### config.mk
export PLATFORM = sky130hd
export DESIGN_NAME = alu_sequencer
export DESIGN_NICKNAME = d
export VERILOG_FILES = /design/src/rtl/alu_sequencer.sv
export SDC_FILE = /design/constraint.sdc
export NUM_CORES = 1
export LEC_CHECK = 0
export CORE_MARGIN = 2
export CORE_UTILIZATION = 35
export DETAILED_ROUTE_END_ITERATION = 10
export GPL_TIMING_DRIVEN = 1
export PLACE_DENSITY_LB_ADDON = 0.12
export SYNTH_ARGS = -nofsm -noshare
export SYNTH_HDL_FRONTEND = slang
export SYNTH_SLANG_ARGS = --single-unit
### constraint.sdc
create_clock -name CLK -period 5 [get_ports CLK]
set_clock_uncertainty 0.1 [all_clocks]
set_input_delay 0.5 -clock CLK [delete_from_list [all_inputs] [get_ports CLK]]
set_output_delay 0.5 -clock CLK [all_outputs]
set_load 0.01 [all_outputs]
### src/rtl/alu_sequencer.sv
// Fetch/decode sequencer feeding the 8-register ALU: reads 16-bit words from a synchronous
// program ROM and issues one ALU control bundle per instruction, plus din for two-word LDI.
module alu_sequencer #(
    parameter int unsigned AW    = 8,
    parameter int unsigned START = 0
) (
    input  logic          CLK,
    input  logic          RST,
    input  logic          run,
    input  logic          stall,
    output logic [AW-1:0] pm_addr,
    output logic          pm_en,
    input  logic [15:0]   pm_data,
    output logic [2:0]    operandIndex1,
    output logic [2:0]    operandIndex2,
    output logic [2:0]    resultsIndex,
    output logic [5:0]    operation,
    output logic [3:0]    params,
    output logic          immediate,
    output logic          readBus,
    output logic [15:0]   bus_data,
    output logic          busy,
    output logic          halted
);

    typedef enum logic [2:0] {
        StIdle,
        StFetch,
        StWait,
        StExec,
        StFetchImm,
        StWaitImm,
        StWriteImm,
        StHalted
    } state_e;

    localparam logic [2:0] ClsNop    = 3'd0;
    localparam logic [2:0] ClsAddSub = 3'd1;
    localparam logic [2:0] ClsMul    = 3'd2;
    localparam logic [2:0] ClsLogic  = 3'd3;
    localparam logic [2:0] ClsLsh    = 3'd4;
    localparam logic [2:0] ClsRsh    = 3'd5;
    localparam logic [2:0] ClsLdi    = 3'd6;
    localparam logic [2:0] ClsHalt   = 3'd7;

    localparam logic [AW-1:0] StartPc = AW'(START);
    localparam logic [AW-1:0] PcOne   = AW'(1);

    state_e        state_q, state_d;
    logic [AW-1:0] pc_q, pc_d;
    logic [15:0]   ir_q, ir_d;
    logic [15:0]   bus_data_q, bus_data_d;
    logic          captured_q, captured_d;

    logic [2:0]    cls;
    logic [5:0]    exec_op;
    logic          exec_imm;

    assign cls = ir_q[15:13];

    always_comb begin
        exec_op  = 6'b000000;
        exec_imm = 1'b0;
        case (cls)
            ClsAddSub: begin exec_op = 6'b100001; exec_imm = 1'b1; end
            ClsMul:    begin exec_op = 6'b100010; exec_imm = 1'b1; end
            ClsLogic:  begin exec_op = 6'b100100; exec_imm = 1'b1; end
            ClsLsh:    exec_op = 6'b101000;
            ClsRsh:    exec_op = 6'b110000;
            ClsNop, ClsLdi, ClsHalt: exec_op = 6'b000000;
            default:   exec_op = 6'b000000;
        endcase
    end

    always_comb begin
        state_d    = state_q;
        pc_d       = pc_q;
        ir_d       = ir_q;
        bus_data_d = bus_data_q;
        captured_d = captured_q;
        operation  = 6'b000000;
        readBus    = 1'b0;
        immediate  = 1'b0;
        pm_en      = 1'b0;

        case (state_q)
            StIdle: begin
                if (run) begin
                    state_d = StFetch;
                    pc_d    = StartPc;
                end
            end
            StFetch: begin
                if (!stall) begin
                    pm_en   = 1'b1;
                    state_d = StWait;
                end
            end
            StWait: begin
                // ROM output is not held, so capture on the first WAIT cycle even when stalled
                if (!captured_q) begin
                    ir_d       = pm_data;
                    captured_d = 1'b1;
                end
                if (!stall) begin
                    state_d    = StExec;
                    captured_d = 1'b0;
                end
            end
            StExec: begin
                immediate = exec_imm;
                if (!stall) begin
                    operation = exec_op;
                    pc_d      = pc_q + PcOne;
                    if (cls == ClsLdi) begin
                        state_d = StFetchImm;
                    end else if (cls == ClsHalt) begin
                        state_d = StHalted;
                    end else begin
                        state_d = run ? StFetch : StIdle;
                    end
                end
            end
            StFetchImm: begin
                if (!stall) begin
                    pm_en   = 1'b1;
                    state_d = StWaitImm;
                end
            end
            StWaitImm: begin
                if (!captured_q) begin
                    bus_data_d = pm_data;
                    captured_d = 1'b1;
                end
                if (!stall) begin
                    state_d    = StWriteImm;
                    captured_d = 1'b0;
                end
            end
            StWriteImm: begin
                if (!stall) begin
                    operation = 6'b100000;
                    readBus   = 1'b1;
                    pc_d      = pc_q + PcOne;
                    state_d   = run ? StFetch : StIdle;
                end
            end
            StHalted: begin
                if (!run) begin
                    state_d = StIdle;
                end
            end
            default: state_d = StIdle;
        endcase
    end

    always_ff @(posedge CLK or posedge RST) begin
        if (RST) begin
            state_q    <= StIdle;
            pc_q       <= StartPc;
            ir_q       <= 16'h0000;
            bus_data_q <= 16'h0000;
            captured_q <= 1'b0;
        end else begin
            state_q    <= state_d;
            pc_q       <= pc_d;
            ir_q       <= ir_d;
            bus_data_q <= bus_data_d;
            captured_q <= captured_d;
        end
    end

    assign pm_addr       = pc_q;
    assign resultsIndex  = ir_q[12:10];
    assign operandIndex1 = ir_q[9:7];
    assign operandIndex2 = ir_q[6:4];
    assign params        = ir_q[3:0];
    assign bus_data      = bus_data_q;
    assign busy          = (state_q != StIdle) && (state_q != StHalted);
    assign halted        = (state_q == StHalted);

endmodule

==> results of run 1 <==
[routing by layer]
layer / part of all wire, % / routed length [um] / track usage, % / vias up
li1: - / - / - / 739
met5: 0 / 0 / 0 / -
met2: 48 / 2135 / 22.58 / 36
met4: 0.43 / 19 / 3.443 / 0
met1: 46 / 2017 / 17.64 / 719
met3: 5.8 / 256 / 5.217 / 2
[per-stage QoR]
stage	hold slack [ps]	total power [W]	util [%]
after floorplan	381.9	0.001149	-
after global placement	388.3	0.001440	46.91
after detailed placement	394.5	0.001444	46.91
after CTS	414.0	0.001686	48.49
after global routing	433.5	0.001783	48.49
final	408.8	0.001659	48.49
[power by group]
part	switching (W)	internal, W
sequential	0.000165	0.000507
combinational	0.000289	0.000467
clock	0.000120	0.000112
[kinds of logic (layout without fill, tap and decap cells)]
kind of cell,Yosys count,in the layout,share of synthesized area (%)
flip-flops,44,44,50.72
buffers and inverters,26,78,7.896
adder cells (fa/ha/maj),1,1,0.5763
XOR/XNOR,7,7,2.824
multiplexers,34,34,17.58
AND/OR/NAND/NOR,57,57,15.62
AO/OA/AOI/OAI,16,16,4.784
[synthesized netlist by cell type (all sizes together)]
cell     n
nand4    1
dfrtp   44
mux2    33
o221a    1
clkbuf   3
nor4     1
a21oi    3
nor4b    1
nand3    4
o21ai    6
and3     3
and4     1
mux2i    1
o31a     1
buf     21
xnor2    3
o31ai    1
and4b    1
a211oi   1
ha       1
nor3     7
nor4bb   1
nor3b    3
nand3b   2
a31oi    1
a22o     1
inv      2
xor2     4
nor2b    1
nand2   12
or4b     1
a31o     1
nand2b   4
or3      2
nor2    12
[layout make-up]
type | count | area share [%]
flip-flops and latches | 44 | 38.13
multi-input cells | 115 | 31.63
repair buffers | 68 | 23.48
well taps | 75 | 3.250
clock buffers | 7 | 2.990
clock inverters | 1 | 0.2600
inverters | 2 | 0.2600
[path summary, 6_finish.rpt]
kind | to | slack [ps] | start | cells after the start
worst max-delay path | operation[3] | 2100 | state_q[1] | 5
worst min-delay path | bus_data[0] | 410 | bus_data[0] | 1
worst max register to register | ir_q[4] | 2860 | state_q[1] | 3
worst min register to register | bus_data[0] | 410 | bus_data[0] | 1
max in group asynchronous | bus_data[13] | 3610 | RST | 2
min in group asynchronous | ir_q[3] | 620 | RST | 2
[sequential cells by signal, summed over array words and instances (netlist names)]
| register | cells |
|---|---|
| state_q | 3 |
| ir_q | 16 |
| captured_q | 1 |
| bus_data | 16 |
| pm_addr | 8 |
==> impl_metrics.toml, run 1 <==
[outcome]
status = "complete, no violations"

[detailed_routing]
detail_route.wl_per_cell_um = 14.19
first_pass_iters = 4
totalWireLength_mm = 4.428
via_count_normalized_by_instance_count = 4.795
route.vias.total = 1496
antenna_left = 0
number_of_drc_violations_after_detailed_routing = 0
initialDrtViolationCount = 87

[setup_path]
cp_num_buf_inv = 1
setup.worst_path.class = "register to output port"
worstPathRequired_ps = 4400
path_max_fanout = 17
cpLargestDelayFamily = "flip-flops"
crit_chain = "nand3b_1 -> nor2_1 -> nand2_1 -> nor3_1 -> clkdlybuf4s50_1"
arrival_ps = 2300
crit_slowest_cell = "sky130_fd_sc_hd__dfrtp_1"
critPathLaunchType = "register"
crit_path_max_incr_delay_ps = 750
timing.critical_path.to_type = "output port"

[place]
gp_congestion = 0.7038
dp.cells = 304
port-buffer-count = 67
placement.cell_area_mm2 = 0.002794
pre_cts_ws_ps = 2202
dp_hpwl_mm = 3.040

[flow_run]
max-cap-violations = 0

[clocking]
cts_repair_resize_count = 0
root_buffer = "sky130_fd_sc_hd__clkbuf_8"
holdBufCountCts = 0
tritoncts_num_sinks = 44
tritoncts = "yes"
worst_skew_pair.late_latency_ps = 290
worst_path_clk_slew_ps = 80
post_cts.repair.setup_buffers = 0
cts_inserted_buffers = 5
clock_path_buffers = 2
h-tree-depth = 2

[global_route]
grt_pass1_wl_mm = 7.176
grt_antenna_before_repair = 0
via_count_of_the_first_global_routing_pass = 1508
grt-ovfl-total = 0
grt_util_all_layers_pct = 13.94
grt_max_degree = 45

[synthesis]
ys.warnings.count = 0
synth_top_area_share_pct = 50.72
netlist-cell-type-count = 41
synth.top_cells.by_area = "sky130_fd_sc_hd__dfrtp_1, sky130_fd_sc_hd__mux2_2, sky130_fd_sc_hd__buf_4, sky130_fd_sc_hd__nand2_1, sky130_fd_sc_hd__nor2_1"
seq_area_frac_synth_pct = 50.72
synth.avg_cell_area_um2 = 11.73
synth_fp_nets = 206
synth_area_mm2 = 0.002171
postSynthCellCount = 185
synth_top_cell_by_area = "sky130_fd_sc_hd__dfrtp_1"
yosys_register_bits = 44

[die]
die_h_um = 82.76
floorplan.rows = 28
chipWidth_um = 82.76
core_area_mm2 = 0.005956
top_level_ports = 68
initial_utilization_pct = 36.45
fp.dieArea_mm2 = 0.006848

[final_layout]
area_growth_pct = 33.03
mostFrequentLayoutCell = "sky130_fd_sc_hd__clkdlybuf4s50_1"
layout.cells.most_common_list = "sky130_fd_sc_hd__clkdlybuf4s50_1, sky130_fd_sc_hd__dfrtp_1, sky130_fd_sc_hd__mux2_2"
multiInputGateArea_um2 = 913.4
final_cell_area_mm2 = 0.002888
nets = 257
count_of_placed_standard_cells_in_the_final_layout_fillers_left_out = 312
antennaDiodeCount = 0
fillers = 596
drive_above_1_share_pct = 21.52
ff_latch_area_mm2 = 0.001101

[timing]
final_min_period_over_clock_period_pct = 58.03
minimum_clock_period_after_layout_ps = 2901
max_slew.worst_pin.slew_ps = 908.2
timing.final.max_slew_violations = 0
finalSetupViolations = 0
finalWorstSetupSlack_ps = 2099
fin_setup_tns_ps = 0
rsz0062_at_grt = "false"
worst_slew_margin_rel_pct = 39.36
achievable-frequency_ghz = 0.3447
finalHoldViolCount = 0

[pwr]
power.density_cell_area_mw_per_mm2 = 574.5
ir_worst_vdd_mv = 0.2742
p_leak_nw = 1.190

[worst_hold_path]
hold_wc_path_type = "register to register"
Note: power is estimated with default switching activity, not from simulation.
==> run 2: changes to the inputs <==
- clock period: 5 -> 2.78 ns (I/O delays scaled with it)
==> run 2 against run 1 <==
Worst hold slack worse by 180 ps. Critical path depth stayed put. Register-to-register slack worse by 1900 ps. Non-clock buffer count is 6 higher. Clock power is 82% higher. Via count is 3.1% higher.
==> impl_metrics.toml, run 2 (same netlist as run 1, synthesis figures left out) <==
[timing]
timing.final.max_slew_violations = 0
max_slew.worst_pin.slew_ps = 548.9
achievable-frequency_ghz = 0.4112
fin_setup_tns_ps = 0
finalSetupViolations = 0
minimum_clock_period_after_layout_ps = 2432
rsz0062_at_grt = "false"
finalHoldViolCount = 0
worst_slew_margin_rel_pct = 63.31
final_min_period_over_clock_period_pct = 87.49

[detailed_routing]
detail_route.wl_per_cell_um = 13.85
first_pass_iters = 4
via_count_normalized_by_instance_count = 4.852
antenna_left = 0
totalWireLength_mm = 4.404
initialDrtViolationCount = 42
route.vias.total = 1543
number_of_drc_violations_after_detailed_routing = 0

[die]
core_area_mm2 = 0.005956
chipWidth_um = 82.76
floorplan.rows = 28
top_level_ports = 68
initial_utilization_pct = 36.45
die_h_um = 82.76
fp.dieArea_mm2 = 0.006848

[global_route]
grt_max_degree = 45
grt_util_all_layers_pct = 14.18
via_count_of_the_first_global_routing_pass = 1512
grt_antenna_before_repair = 0
use_met3_pct = 4.022
grt_pass1_wl_mm = 7.348
grt.met1_usage_pct = 18.50
grt-ovfl-total = 0
grtUsageMet2_pct = 22.58
globalRoute.busiestLayer = "met2"

[setup_path]
crit_chain = "nand3b_1 -> nor2_1 -> nand2_1 -> nor3_1 -> clkdlybuf4s50_1"
arrival_ps = 2050
path_max_fanout = 10
worstPathRequired_ps = 2400
critPathLaunchType = "register"
setup.worst_path.class = "register to output port"
crit_slowest_cell = "sky130_fd_sc_hd__clkdlybuf4s50_1"
crit_path_max_incr_delay_ps = 560
timing.critical_path.to_type = "output port"
r2r_slack_ps = 910

[final_layout]
mostFrequentLayoutCell = "sky130_fd_sc_hd__clkdlybuf4s50_1"
layout.cells.most_common_list = "sky130_fd_sc_hd__clkdlybuf4s50_1, sky130_fd_sc_hd__dfrtp_1, sky130_fd_sc_hd__mux2_2"
drive_above_1_share_pct = 23.87
area_growth_pct = 35.85
nets = 263
antennaDiodeCount = 0

[clocking]
worst_skew_pair.late_latency_ps = 290
cts_inserted_buffers = 5
post_cts.repair.setup_buffers = 0
root_buffer = "sky130_fd_sc_hd__clkbuf_8"
h-tree-depth = 2
clock_path_buffers = 2
tritoncts = "yes"
cts_repair_resize_count = 0
holdBufCountCts = 0
worst_path_clk_slew_ps = 80
tritoncts_num_sinks = 44

[flow_run]
max-cap-violations = 0

[outcome]
status = "complete, no violations"

[pwr]
p_leak_nw = 1.223
power.density_cell_area_mw_per_mm2 = 1029
power.total_w = 0.003034
ir_worst_vdd_mv = 0.5015

[place]
dp_hpwl_mm = 3.082
gp_congestion = 0.7261
port-buffer-count = 67

[worst_hold_path]
hold_wc_path_type = "input port to asynchronous set/reset pin"
## run 2: critical path: cells and delay by family, from the launching register on
kind	cells	cell delay, ps
flops	1	490
buf+inv	1	560
simple gates	4	720
## run 2: layer usage
layer	vias to the layer above	wire, um
met1	745	2030
met3	8	223
met4	0	59
li1	752	-
met5	-	0
met2	38	2090
## run 2: cell type report
cell class | count | area (um2)
clock buffer | 6 | 82.58
clock inverter | 2 | 15.01
fill | 566 | 3007
inverter | 2 | 7.507
multi-input combinational | 115 | 913.4
sequential | 44 | 1101
tap | 75 | 93.84
timing repair buffer | 74 | 735.7
## run 2: per-stage QoR
step	instance area, um2	std cells	hold slack [ps]	utilization [%]	worst slack (ps)
after floorplan	2171	185	329.6	-	1113
after global placement	2851	310	388.5	47.88	619.4
after detailed placement	2851	310	394.9	47.88	591.8
after CTS	2949	318	226.8	49.52	345.9
after global routing	2949	318	262.4	49.52	215.4
final	2949	318	225.2	49.52	347.9
## run 2: power breakdown
part	total (W)	internal [W]	switching, W
Clock	0.000423	0.000201	0.000221
Combinational	0.00147	0.000875	0.000595
Sequential	0.00114	0.000913	0.000228
## run 2: final timing paths
kind,cells past startpoint,from,endpoint
max in group asynchronous,3,RST,ir_q[13]
max reg2reg,4,state_q[0],bus_data[3]
max,5,state_q[2],operation[3]
min reg2reg,1,ir_q[12],ir_q[12]
min in group CLK,1,ir_q[12],ir_q[12]
min,3,RST,pm_addr[2]
==> run 3: changes to the inputs <==
- GPL_TIMING_DRIVEN: 1 -> 0
==> run 3 against run 2 <==
Sequential share of layout area fell by 1.1 points. Die area unchanged. Largest cell class unchanged. First-iteration DRC count decreased by 19%. Highest routed layer unchanged. Critical endpoint is now operation[2]. Combinational power grew 14%. Critical path type unchanged. Sequential cell count unchanged. Via count rose by 4.7%.
==> impl_metrics.toml, run 3 (same netlist as run 1, synthesis figures left out) <==
[detailed_routing]
initialDrtViolationCount = 34
via_count_normalized_by_instance_count = 4.821
first_pass_iters = 4
antenna_left = 0
totalWireLength_mm = 4.538
route.vias.total = 1615
detail_route.wl_per_cell_um = 13.55
number_of_drc_violations_after_detailed_routing = 0

[clocking]
post_cts.repair.setup_buffers = 0
clock_path_buffers = 2
worst_path_clk_slew_ps = 80
cts_inserted_buffers = 5
tritoncts = "yes"
worst_skew_pair.late_latency_ps = 290
holdBufCountCts = 0
cts_repair_resize_count = 0
h-tree-depth = 2
tritoncts_num_sinks = 44
root_buffer = "sky130_fd_sc_hd__clkbuf_8"

[setup_path]
crit-reg2reg-launch = "state_q[0]"
worstPathRequired_ps = 2400
rr_worst_depth = 5
critical_path.startpoint = "state_q[2]"
path_max_fanout = 10
arrival_ps = 2110
r2r_slack_ps = 950
timing.critical_path.to_type = "output port"
critPathCapture = "operation[2]"
timing.rr.end = "ir_q[6]"
setup.worst_path.class = "register to output port"
critPathLaunchType = "register"

[timing]
max_slew.worst_pin.slew_ps = 631.2
finalWorstSetupSlack_ps = 287.4
finalHoldViolCount = 0
achievable-frequency_ghz = 0.4012
final_min_period_over_clock_period_pct = 89.66
fin_setup_tns_ps = 0
minimum_clock_period_after_layout_ps = 2493
rsz0062_at_grt = "false"
worst_slew_margin_rel_pct = 57.81
timing.final.max_slew_violations = 0
finalSetupViolations = 0

[pwr]
power.density_cell_area_mw_per_mm2 = 1030
ir_worst_vdd_mv = 0.4837
p_leak_nw = 1.289

[die]
chipWidth_um = 82.76
core_area_mm2 = 0.005956
die_h_um = 82.76
fp.dieArea_mm2 = 0.006848
initial_utilization_pct = 36.45
top_level_ports = 68
floorplan.rows = 28

[final_layout]
multiInputGateArea_um2 = 898.4
postLayoutCoreUtil_pct = 50.99
antennaDiodeCount = 0
nets = 281
layout.cells.most_common_list = "sky130_fd_sc_hd__clkdlybuf4s50_1, sky130_fd_sc_hd__dfrtp_1, sky130_fd_sc_hd__mux2_2"
area_growth_pct = 39.88
fillers = 574
drive_above_1_share_pct = 27.31
mostFrequentLayoutCell = "sky130_fd_sc_hd__clkdlybuf4s50_1"
ff_latch_area_mm2 = 0.001101

[place]
dp_hpwl_mm = 3.297
port-buffer-count = 67
gp_congestion = 0.7260
pre_cts_ws_ps = 351.5

[outcome]
status = "complete, no violations"

[flow_run]
max-cap-violations = 0

[worst_hold_path]
hold_wc_path_type = "input port to asynchronous set/reset pin"

[global_route]
grt_pass1_wl_mm = 7.217
via_count_of_the_first_global_routing_pass = 1594
grt_antenna_before_repair = 0
grt_max_degree = 37
grt-ovfl-total = 0
grt_util_all_layers_pct = 13.88
==> run 3: changes by cell type in the layout (fill, tap and decap cells not counted), sizes merged <==
cell      delta
clkbuf       +2
buf         +15
clkinvlp     -1
clkinv       +1
==> run 3: final cells by class <==
class | count | area share (%)
Multi-Input combinational cell | 115 | 29.58
Timing Repair Buffer | 68 | 22.74
Clock inverter | 2 | 0.4120
Clock buffer | 5 | 2.266
Buffer | 24 | 5.398
Tap cell | 75 | 3.090
Inverter | 2 | 0.2472
Sequential cell | 44 | 36.26
==> run 3: layer usage <==
layer  vias up  GRT usage (%)  routed length (um)
li1        788              -                   -
met3         5          4.674                 228
met4         0          3.934                  34
met5         -              0                   0
met2        37          23.87                2221
met1       785          16.49                2053
==> run 3: worst min path at each step <==
| stage | from | to | slack [ps] | cells after the start |
|---|---|---|---|---|
| floorplan | pm_data[0] | ir_q[0] | 330 | 1 |
| global placement | bus_data[0] | bus_data[0] | 390 | 1 |
| detailed placement | bus_data[15] | bus_data[15] | 400 | 1 |
| CTS | RST | pm_addr[6] | 120 | 2 |
| global route | RST | pm_addr[7] | 140 | 2 |
| finish | RST | pm_addr[7] | 120 | 2 |
==> run 3: critical path: stages, from the launching register on <==
cell	delay (ps)
sky130_fd_sc_hd__dfrtp_1	360
sky130_fd_sc_hd__buf_2	190
sky130_fd_sc_hd__nand3b_1	260
sky130_fd_sc_hd__nor3_1	280
sky130_fd_sc_hd__and3_1	210
sky130_fd_sc_hd__clkdlybuf4s50_1	530
==> run 3: per-stage QoR <==
stage               power (W)  hold slack [ps]  instances  instance area (um2)
floorplan            0.002066            329.6        185                 2171
global placement     0.002759            389.8        327                 2935
detailed placement   0.002781            395.4        328                 2955
CTS                  0.003180            120.0        335                 3037
global route         0.003363            137.0        335                 3037
finish               0.003129            121.2        335                 3037
==> run 3: report_power, final <==
| part | internal (W) | switching, W |
|---|---|---|
| Sequential | 0.000913 | 0.000170 |
| Clock | 0.000170 | 0.000210 |
| Combinational | 0.000988 | 0.000679 |
